**src/rtl/sequential_muldiv_alu.sv**
```systemverilog
// sequential_muldiv_alu
//   Shared arithmetic resource between the control sequencer and the register
//   file. It provides ADD, SUB, MUL, DIV and REM in signed or unsigned mode
//   behind a valid/ready handshake.
//   ADD/SUB, illegal ops and divide-by-zero complete one cycle after accept.
//   MUL uses shift-add and DIV/REM use restoring division. Both run one bit
//   per cycle for a fixed DATA_WIDTH+2 cycle latency, with no early exit.
//
// Configuration macro:
//   SEQUENTIAL_ALU_SAT_EN - when defined, ADD/SUB/MUL/DIV saturate o_q on
//                           overflow (o_ovf is still set).
//
// Ports:
//   i_clk, i_rst        clock (rising edge), synchronous active-high reset
//   i_valid / o_ready   request handshake; o_ready is high only in IDLE
//   i_op                0 ADD, 1 SUB, 2 MUL, 3 DIV, 4 REM, 5-7 illegal
//   i_signed            1 = two's complement operands, 0 = unsigned
//   i_a, i_b            operand A / dividend, operand B / divisor
//   o_valid             one-cycle result strobe
//   o_q, o_ovf, o_zero, o_dz   result and flags, held until next o_valid
module sequential_muldiv_alu #(
    parameter int DATA_WIDTH = 16
) (
    input  logic                  i_clk,
    input  logic                  i_rst,
    input  logic                  i_valid,
    output logic                  o_ready,
    input  logic [2:0]            i_op,
    input  logic                  i_signed,
    input  logic [DATA_WIDTH-1:0] i_a,
    input  logic [DATA_WIDTH-1:0] i_b,
    output logic                  o_valid,
    output logic [DATA_WIDTH-1:0] o_q,
    output logic                  o_ovf,
    output logic                  o_zero,
    output logic                  o_dz
);

    localparam int W  = DATA_WIDTH;
    localparam int CW = (W > 2) ? $clog2(W) : 1;
    localparam logic [CW-1:0] LAST = CW'(W - 1);
    // Magnitude 2^(W-1) in the double-width product domain.
    localparam logic [2*W-1:0] MUL_LIM = {{W{1'b0}}, 1'b1, {(W-1){1'b0}}};
`ifdef SEQUENTIAL_ALU_SAT_EN
    localparam bit SAT_EN = 1'b1;
`else
    localparam bit SAT_EN = 1'b0;
`endif

    localparam logic [2:0] OP_ADD = 3'd0;
    localparam logic [2:0] OP_SUB = 3'd1;
    localparam logic [2:0] OP_MUL = 3'd2;
    localparam logic [2:0] OP_DIV = 3'd3;
    localparam logic [2:0] OP_REM = 3'd4;

    typedef enum logic [1:0] {S_IDLE, S_MUL, S_DIV, S_FIX} state_t;
    state_t state, state_nxt;

    logic [CW-1:0]  cnt;
    logic [2:0]     op_r;
    logic           sgn_r;
    logic           neg_r;      // sign of the true product / quotient
    logic           a_neg_r;    // sign of the dividend, used by REM
    logic [W-1:0]   opnd_r;     // multiplicand (MUL) or divisor (DIV/REM)
    logic [2*W-1:0] acc;        // MUL: {partial, multiplier}; DIV: {remainder, quotient}

    logic           res_vld, res_ovf, res_dz, sat_neg;
    logic [W-1:0]   res_q;

    // Saturation value; neg selects the negative / borrow limit.
    function automatic logic [W-1:0] sat_val(input logic sgn, input logic neg);
        if (sgn) return neg ? {1'b1, {(W-1){1'b0}}} : {1'b0, {(W-1){1'b1}}};
        return neg ? {W{1'b0}} : {W{1'b1}};
    endfunction

    function automatic logic [W-1:0] mag(input logic [W-1:0] x, input logic sgn);
        return (sgn && x[W-1]) ? (~x + 1'b1) : x;
    endfunction

    logic [W-1:0] a_mag, b_mag, quo, rem_m;
    logic [W:0]   add_s, sub_s, mul_sum, div_shift, div_diff;
    logic [2*W-1:0] mul_acc_nxt, div_acc_nxt;

    assign o_ready = (state == S_IDLE);
    assign a_mag   = mag(i_a, i_signed);
    assign b_mag   = mag(i_b, i_signed);
    assign add_s   = {1'b0, i_a} + {1'b0, i_b};
    assign sub_s   = {1'b0, i_a} - {1'b0, i_b};
    assign quo     = acc[W-1:0];
    assign rem_m   = acc[2*W-1:W];

    // Shift-add step: add the multiplicand into the upper half when the
    // multiplier LSB is set, then shift the whole accumulator right.
    assign mul_sum     = {1'b0, acc[2*W-1:W]} + (acc[0] ? {1'b0, opnd_r} : {(W+1){1'b0}});
    assign mul_acc_nxt = {mul_sum, acc[W-1:1]};

    // Restoring step: shift the next dividend bit into the remainder and try
    // the subtraction. The shifted remainder needs W+1 bits.
    assign div_shift   = {acc[2*W-1:W], acc[W-1]};
    assign div_diff    = div_shift - {1'b0, opnd_r};
    assign div_acc_nxt = div_diff[W] ? {div_shift[W-1:0], acc[W-2:0], 1'b0}
                                     : {div_diff[W-1:0],  acc[W-2:0], 1'b1};

    always_ff @(posedge i_clk) begin
        if (i_rst) state <= S_IDLE;
        else       state <= state_nxt;
    end

    always_comb begin
        state_nxt = state;
        res_vld   = 1'b0;
        res_q     = '0;
        res_ovf   = 1'b0;
        res_dz    = 1'b0;
        sat_neg   = 1'b0;
        case (state)
            S_IDLE: begin
                if (i_valid) begin
                    case (i_op)
                        OP_ADD: begin
                            res_vld = 1'b1;
                            res_q   = add_s[W-1:0];
                            if (i_signed) begin
                                res_ovf = (i_a[W-1] == i_b[W-1]) && (add_s[W-1] != i_a[W-1]);
                                sat_neg = i_a[W-1];
                            end else begin
                                res_ovf = add_s[W];
                            end
                            if (SAT_EN && res_ovf) res_q = sat_val(i_signed, sat_neg);
                        end
                        OP_SUB: begin
                            res_vld = 1'b1;
                            res_q   = sub_s[W-1:0];
                            if (i_signed) begin
                                res_ovf = (i_a[W-1] != i_b[W-1]) && (sub_s[W-1] != i_a[W-1]);
                                sat_neg = i_a[W-1];
                            end else begin
                                res_ovf = sub_s[W];
                                sat_neg = 1'b1;
                            end
                            if (SAT_EN && res_ovf) res_q = sat_val(i_signed, sat_neg);
                        end
                        OP_MUL: state_nxt = S_MUL;
                        OP_DIV, OP_REM: begin
                            if (i_b == '0) begin
                                res_vld = 1'b1;
                                res_dz  = 1'b1;
                                res_q   = (i_op == OP_DIV) ? {W{1'b1}} : i_a;
                            end else begin
                                state_nxt = S_DIV;
                            end
                        end
                        default: begin
                            res_vld = 1'b1;
                            res_ovf = 1'b1;
                        end
                    endcase
                end
            end
            S_MUL: if (cnt == LAST) state_nxt = S_FIX;
            S_DIV: if (cnt == LAST) state_nxt = S_FIX;
            S_FIX: begin
                state_nxt = S_IDLE;
                res_vld   = 1'b1;
                if (op_r == OP_MUL) begin
                    res_q = neg_r ? (~acc[W-1:0] + 1'b1) : acc[W-1:0];
                    if (sgn_r) res_ovf = neg_r ? (acc > MUL_LIM) : (acc >= MUL_LIM);
                    else       res_ovf = (acc[2*W-1:W] != '0);
                    sat_neg = sgn_r & neg_r;
                    if (SAT_EN && res_ovf) res_q = sat_val(sgn_r, sat_neg);
                end else if (op_r == OP_DIV) begin
                    res_q   = neg_r ? (~quo + 1'b1) : quo;
                    // Only -2^(W-1) / -1 yields a positive quotient that does not fit.
                    res_ovf = sgn_r & ~neg_r & quo[W-1];
                    if (SAT_EN && res_ovf) res_q = sat_val(sgn_r, 1'b0);
                end else begin
                    res_q = a_neg_r ? (~rem_m + 1'b1) : rem_m;
                end
            end
            default: state_nxt = S_IDLE;
        endcase
    end

    always_ff @(posedge i_clk) begin
        if (i_rst) begin
            cnt     <= '0;
            op_r    <= '0;
            sgn_r   <= 1'b0;
            neg_r   <= 1'b0;
            a_neg_r <= 1'b0;
            opnd_r  <= '0;
            acc     <= '0;
            o_valid <= 1'b0;
            o_q     <= '0;
            o_ovf   <= 1'b0;
            o_zero  <= 1'b0;
            o_dz    <= 1'b0;
        end else begin
            o_valid <= res_vld;
            if (res_vld) begin
                o_q    <= res_q;
                o_ovf  <= res_ovf;
                o_dz   <= res_dz;
                o_zero <= (res_q == '0);
            end
            if (state == S_IDLE && i_valid) begin
                cnt     <= '0;
                op_r    <= i_op;
                sgn_r   <= i_signed;
                neg_r   <= i_signed & (i_a[W-1] ^ i_b[W-1]);
                a_neg_r <= i_signed & i_a[W-1];
                if (i_op == OP_MUL) begin
                    opnd_r <= a_mag;
                    acc    <= {{W{1'b0}}, b_mag};
                end else begin
                    opnd_r <= b_mag;
                    acc    <= {{W{1'b0}}, a_mag};
                end
            end else if (state == S_MUL) begin
                acc <= mul_acc_nxt;
                cnt <= cnt + 1'b1;
            end else if (state == S_DIV) begin
                acc <= div_acc_nxt;
                cnt <= cnt + 1'b1;
            end
        end
    end

endmodule
```
**config.mk**
```make
export PLATFORM = sky130hd
export DESIGN_NAME = sequential_muldiv_alu
export DESIGN_NICKNAME = d
export VERILOG_FILES = /design/src/rtl/sequential_muldiv_alu.sv
export SDC_FILE = /design/constraint.sdc
export NUM_CORES = 1
export LEC_CHECK = 0
export CAP_MARGIN = 20
export CORE_MARGIN = 5
export CORE_UTILIZATION = 35
export DETAILED_ROUTE_END_ITERATION = 16
export PLACE_DENSITY = 0.52
export RECOVER_POWER = 50
export SYNTH_ARGS = -nofsm -noshare
export SYNTH_HDL_FRONTEND = slang
export SYNTH_SLANG_ARGS = --single-unit
```
**constraint.sdc**
```tcl
create_clock -name i_clk -period 11.1 [get_ports i_clk]
set_input_delay 3.33 -clock i_clk [delete_from_list [all_inputs] [get_ports i_clk]]
set_output_delay 3.33 -clock i_clk [all_outputs]
set_load 0.02 [all_outputs]
```
* After elaboration in Yosys (flattened, before gate mapping)
Cells that the tools add are included.
** Storage, ports and cells
- Register bits :: 80
- Bits of input ports :: 39
- Output and inout bits :: 21
** Cells by class
- Bitwise gates (word level) :: 10
- Multiplexer cells :: 41
- Order comparisons :: 2
- Add/sub/neg operators :: 9
- Reduce and logical (&&, ||, !) cells :: 17
- Equality and inequality tests :: 18
** Operators with widths (count)
- 16-bit two-way mux :: 12
- 32-bit two-way mux :: 4
- 16-bit by 1-bit adder with 16-bit output (second input constant) :: 4
- 16-bit NOT :: 4
- 16-bit case mux with 3 select lines :: 1
- 16-bit by 16-bit adder with 17-bit output :: 2
- 32-bit by 16-bit greater-or-equal comparator with 1-bit output (second input constant) :: 1
- 32-bit by 16-bit greater-than comparator with 1-bit output (second input constant) :: 1
- 16-bit zero test :: 2
- 16-bit case mux with 2 select lines :: 1
- 16-bit by 16-bit subtractor with 17-bit output :: 1
- 17-bit by 16-bit subtractor with 17-bit output :: 1
- 16-bit nonzero test :: 1
- 3-bit by 2-bit == test with 1-bit output (second input constant) :: 4
- 1-bit two-way mux :: 12
- 4-bit two-way mux :: 2
- 2-bit two-way mux :: 3
- 1-bit case mux with 2 select lines :: 3
- 2-bit case mux with 3 select lines :: 1
- 2-bit OR reduction :: 3
- 1-bit logical AND :: 5
- 4-bit by 1-bit adder with 4-bit output (second input constant) :: 1
- 1-bit AND :: 4
- 2-bit == test (second input constant) :: 2
- other kinds (20) :: 22

* Depth between registers and ports, before layout
- Depth after elaboration :: 7
- Gate-level depth with buffers :: 14
- Gate-level depth less buffers :: 13

* Least setup slack after synthesis
Ideal clock, no wire load.
- Path kind :: input to register
- Start :: input port i_b[6]
- End :: register o_zero
- Path buffers :: 1
- Arrival time :: 5.760 ns
- Slack :: 5.271 ns
- Stages :: 12
- Setup time :: 0.069 ns
- Cells stage by stage :: inv_1 ha_1 clkbuf_1 a211oi_1 o21bai_1 nor4b_1 nor2_1 a311o_1 o22ai_1 o21ai_0 or4_1 o21ai_1
** On the way
- Longest elaborated chain between the ends :: 6
** RTL lines
- from (decl) :: RTL line 31 : input logic [DATA_WIDTH-1:0] i_b,
- branches (longest 6 deep; another with 16-bit by 16-bit subtractor with 17-bit output)
- to (signal assigned) :: RTL line 204 : o_zero <= (res_q == '0);
- to (decl) :: RTL line 35 : output logic o_zero,
Parallel ways; which one is timed is not known.
A chain may end at the register's enable or synchronous reset.

* Worst setup path in the final report
- Start :: input port i_valid
- End :: register o_zero
** On the way
- Longest elaborated chain between the ends :: 3
** RTL lines
- from (decl) :: RTL line 26 : input logic i_valid,
- 16-bit two-way mux :: RTL line 118 : if (i_valid) begin
- 16-bit case mux with 2 select lines :: RTL line 116 : case (state)
- 16-bit zero test :: RTL line 204
Parallel ways exist; a longest one is shown, timed or not.

==> reports/metrics.csv <==
metric;value;unit
Seq/Total Area, Yosys;18.1;%
antenna violations before repair;0;
total CTS buffers;9;
number of flops mapped to enable cells by yosys;0;
cell count after synthesis;1238;
final setup fails;0;
Worst-Margin Slew;2.35;ns
Tcrit/Tclk final;68.3;%
WP buf/inv;2;
TritonRoute pass-1 iters;5;
clock sink count;80;
HP Class;reg -> reg;
routed len/inst;20.4;µm
Worst path slowest cell;clkbuf_1;
Pwr Density;181;nW/µm²
vias in the first global route;8575;
Post-CTS Setup Inserts;0;
Max clock buf depth;2;
main area contributors after synthesis;dfxtp_1 (18%), ha_1 (10%), nor2_1 (6.6%), xnor2_1 (6.4%), nand2_1 (6.3%);
Vias per Instance;5.68;
CTS tree;built;
CTS Hold Bufs;0;
Initial DRC Count;753;
Setup Total Neg Slack;0;ns
port bufs;59;
CP Data Arrival Time;7.87;ns
CP startpoint kind;primary input;
post-synth top area cell;dfxtp_1;
crit path kind;in -> reg;
outcome;finished, violations left;
asr flop ratio synth;0;%
Slew Viols, Final;92;
# IOs;60;
share of layout cells above drive strength 1;3.49;%
Clock Skew;0.00790;ns
post-synth top area share;18.1;%
post-synth design cell area;8840;µm²
gr usage total;22.2;%
Die Y;169;µm
Layout area overhead;12.5;%
failing checks;max-capacitance violations, max-slew violations;
synth warn;0;
Die X;169;µm
GP Congestion;0.938;
Residual DRC;0;
syn nets;1355;
DIE AREA;28500;µm²
cell family with the largest share of critical-path delay;buffers and inverters;
Max Freq;132;MHz
final hold viol count;0;
Slew HR;-56.8;%
global-route wire length before repair;50400;µm
Post-synth top flop;dfxtp_1;
htree depth;3;
crit-path cells;dlygate4sd3_1 -> nand2_1 -> clkbuf_1 -> nor3_1 -> a32o_1 -> a2111oi_0 -> nand4b_1 -> nor4_1 -> nand4_1 -> o21ai_1;
final std cells w/o fill;1590;
HPWL Detailed;25600;µm
max incr delay on CP;1.66;ns
Distinct cells, synth;74;
Worst VDD drop;161;µV
total core area;25000;µm²
vias;9027;
Nets;1372;
Final ANT Viol Nets;0;
clock latency on the worst-skew pair;0.35;ns
cell leakage power;3.87;nW
global route overflow;0;
CTS root buf;clkbuf_16;
Worst-path clk slew;0.07;ns
Initial Utilization;35.3;%
Post-Route WL;32400;µm
number of diodes;0;
critical path peak fanout;47;
CP endpoint kind;flip-flop;
Cells after DPL;1573;
Mean Syn Cell Area;7.14;µm²
Hold WS;0.452;ns
Worst Path Required;11.39;ns
Site Rows;58;
flops & latches, synth;80;
unrepaired setup endpoints after global routing;no;
min Tclk post-route;7.58;ns
max-cap viol count;2;
post-CTS sizing;0;
largest net degree at the start of global routing;62;
[sequential cells by signal, summed over array words and instances (netlist names), 2 cells and up]
register	flops
opnd_r	16
op_r	3
acc	32
cnt	4
state	2
o_q	16
[worst register-to-register path: stages, from the launching register on]
cell and delay [ns]:
dfxtp_1 0.38, inv_1 0.08, ha_1 0.29, nand2_1 0.10
clkbuf_1 1.66, nor3_1 0.38, a32o_1 0.38, a2111oi_0 0.78
nand4b_1 0.19, nor4_1 0.23, nand4_1 0.12, o21ai_1 0.14
[cells in the final DEF, fill, tap and decap left out, types with 4 or more instances in the layout]
master | synthesis | routed
inv_1 | 71 | 71
xor2_1 | 29 | 29
o31ai_1 | 16 | 16
clkbuf_16 | 0 | 9
buf_4 | 2 | 9
or2_2 | 4 | 4
o21bai_1 | 9 | 9
o221ai_1 | 12 | 12
dfxtp_1 | 80 | 80
nand3_1 | 20 | 20
fa_1 | 4 | 4
a2bb2oi_1 | 4 | 4
xnor2_1 | 65 | 65
nor2b_1 | 11 | 11
nor3_1 | 40 | 40
clkdlybuf4s50_1 | 0 | 35
dlygate4sd3_1 | 0 | 23
o21ai_0 | 59 | 59
nor2_1 | 156 | 156
a211oi_1 | 20 | 20
ha_1 | 74 | 74
a31oi_1 | 13 | 13
nand4_1 | 5 | 5
a311oi_1 | 4 | 4
and2_1 | 4 | 4
and3_1 | 9 | 9
nand2b_1 | 9 | 9
o211ai_1 | 34 | 34
nor4_1 | 13 | 13
a21oi_1 | 101 | 101
or4_1 | 5 | 5
mux2i_1 | 45 | 45
o22ai_1 | 12 | 12
o41ai_1 | 11 | 11
nand2_1 | 149 | 149
or3_1 | 12 | 12
a21o_1 | 10 | 10
o21a_1 | 9 | 9
a2111oi_0 | 5 | 5
[power breakdown]
group | switching [mW] | internal (mW)
clock network | 0.136 | 0.212
registers | 0.0768 | 0.352
logic | 0.623 | 0.397
[per-layer routing]
| metal | GRT usage, % | wire (µm) |
|---|---|---|
| met3 | 2.34 | 1510 |
| met2 | 35.1 | 14600 |
| met1 | 32.3 | 15600 |
| met4 | 5.47 | 648 |
| met5 | 0 | 0 |
[logic make-up after synthesis]
| group | synth area share (%) |
|---|---|
| AO/OA/AOI/OAI | 25.7 |
| XOR/XNOR | 9.50 |
| adder cells (fa/ha/maj) | 11.4 |
| buffers and inverters | 6.63 |
| flip-flops | 18.1 |
| multiplexers | 5.23 |
| AND/OR/NAND/NOR | 23.4 |
[metrics by stage]
step           utilization [%]  cell area [µm²]  power (mW)  worst slack [ns]
2_1_floorplan                -             8840        1.16              5.27
4_1_cts                   39.7             9940        1.81              4.39
5_1_grt                   39.7             9940        1.93              3.30
3_5_place_dp              38.4             9600        1.46              4.03
6_report                  39.7             9940        1.80              3.52
3_3_place_gp              38.4             9600        1.46              4.11
[cell type report]
cell class                      count  area, µm²
Tap cell                          330        413
Clock buffer                       11        253
Fill cell                        2651      15100
Timing Repair Buffer               71        664
Clock inverter                      5       86.3
Inverter                           72        270
Sequential cell                    80       1600
Multi-Input combinational cell   1021       6650
[synth_stat cells, types with 4 or more instances]
library cell	instances
nor2_1	156
nand2_1	149
a21oi_1	101
dfxtp_1	80
ha_1	74
inv_1	71
xnor2_1	65
o21ai_0	59
mux2i_1	45
clkbuf_1	44
nor3_1	40
o211ai_1	34
xor2_1	29
a211oi_1	20
nand3_1	20
o31ai_1	16
a31oi_1	13
nor4_1	13
o221ai_1	12
o22ai_1	12
or3_1	12
nor2b_1	11
o41ai_1	11
a21o_1	10
and3_1	9
nand2b_1	9
o21a_1	9
o21bai_1	9
buf_1	7
a2111oi_0	5
buf_6	5
nand4_1	5
or4_1	5
a2bb2oi_1	4
a311oi_1	4
and2_1	4
fa_1	4
or2_2	4
[path summary, 6_finish.rpt]
path	cells past startpoint	endpoint	slack, ns	from
setup reg to reg	11	o_zero$_SDFFE_PP0P_	6.31	state[0]$_SDFFE_PP0P_
hold reg to reg	2	opnd_r[10]$_SDFFE_PP0P_	0.45	opnd_r[10]$_SDFFE_PP0P_
setup / recovery	10	o_zero$_SDFFE_PP0P_	3.52	i_valid
hold / removal	2	opnd_r[10]$_SDFFE_PP0P_	0.45	opnd_r[10]$_SDFFE_PP0P_
Power figures use the tool's default switching activity.
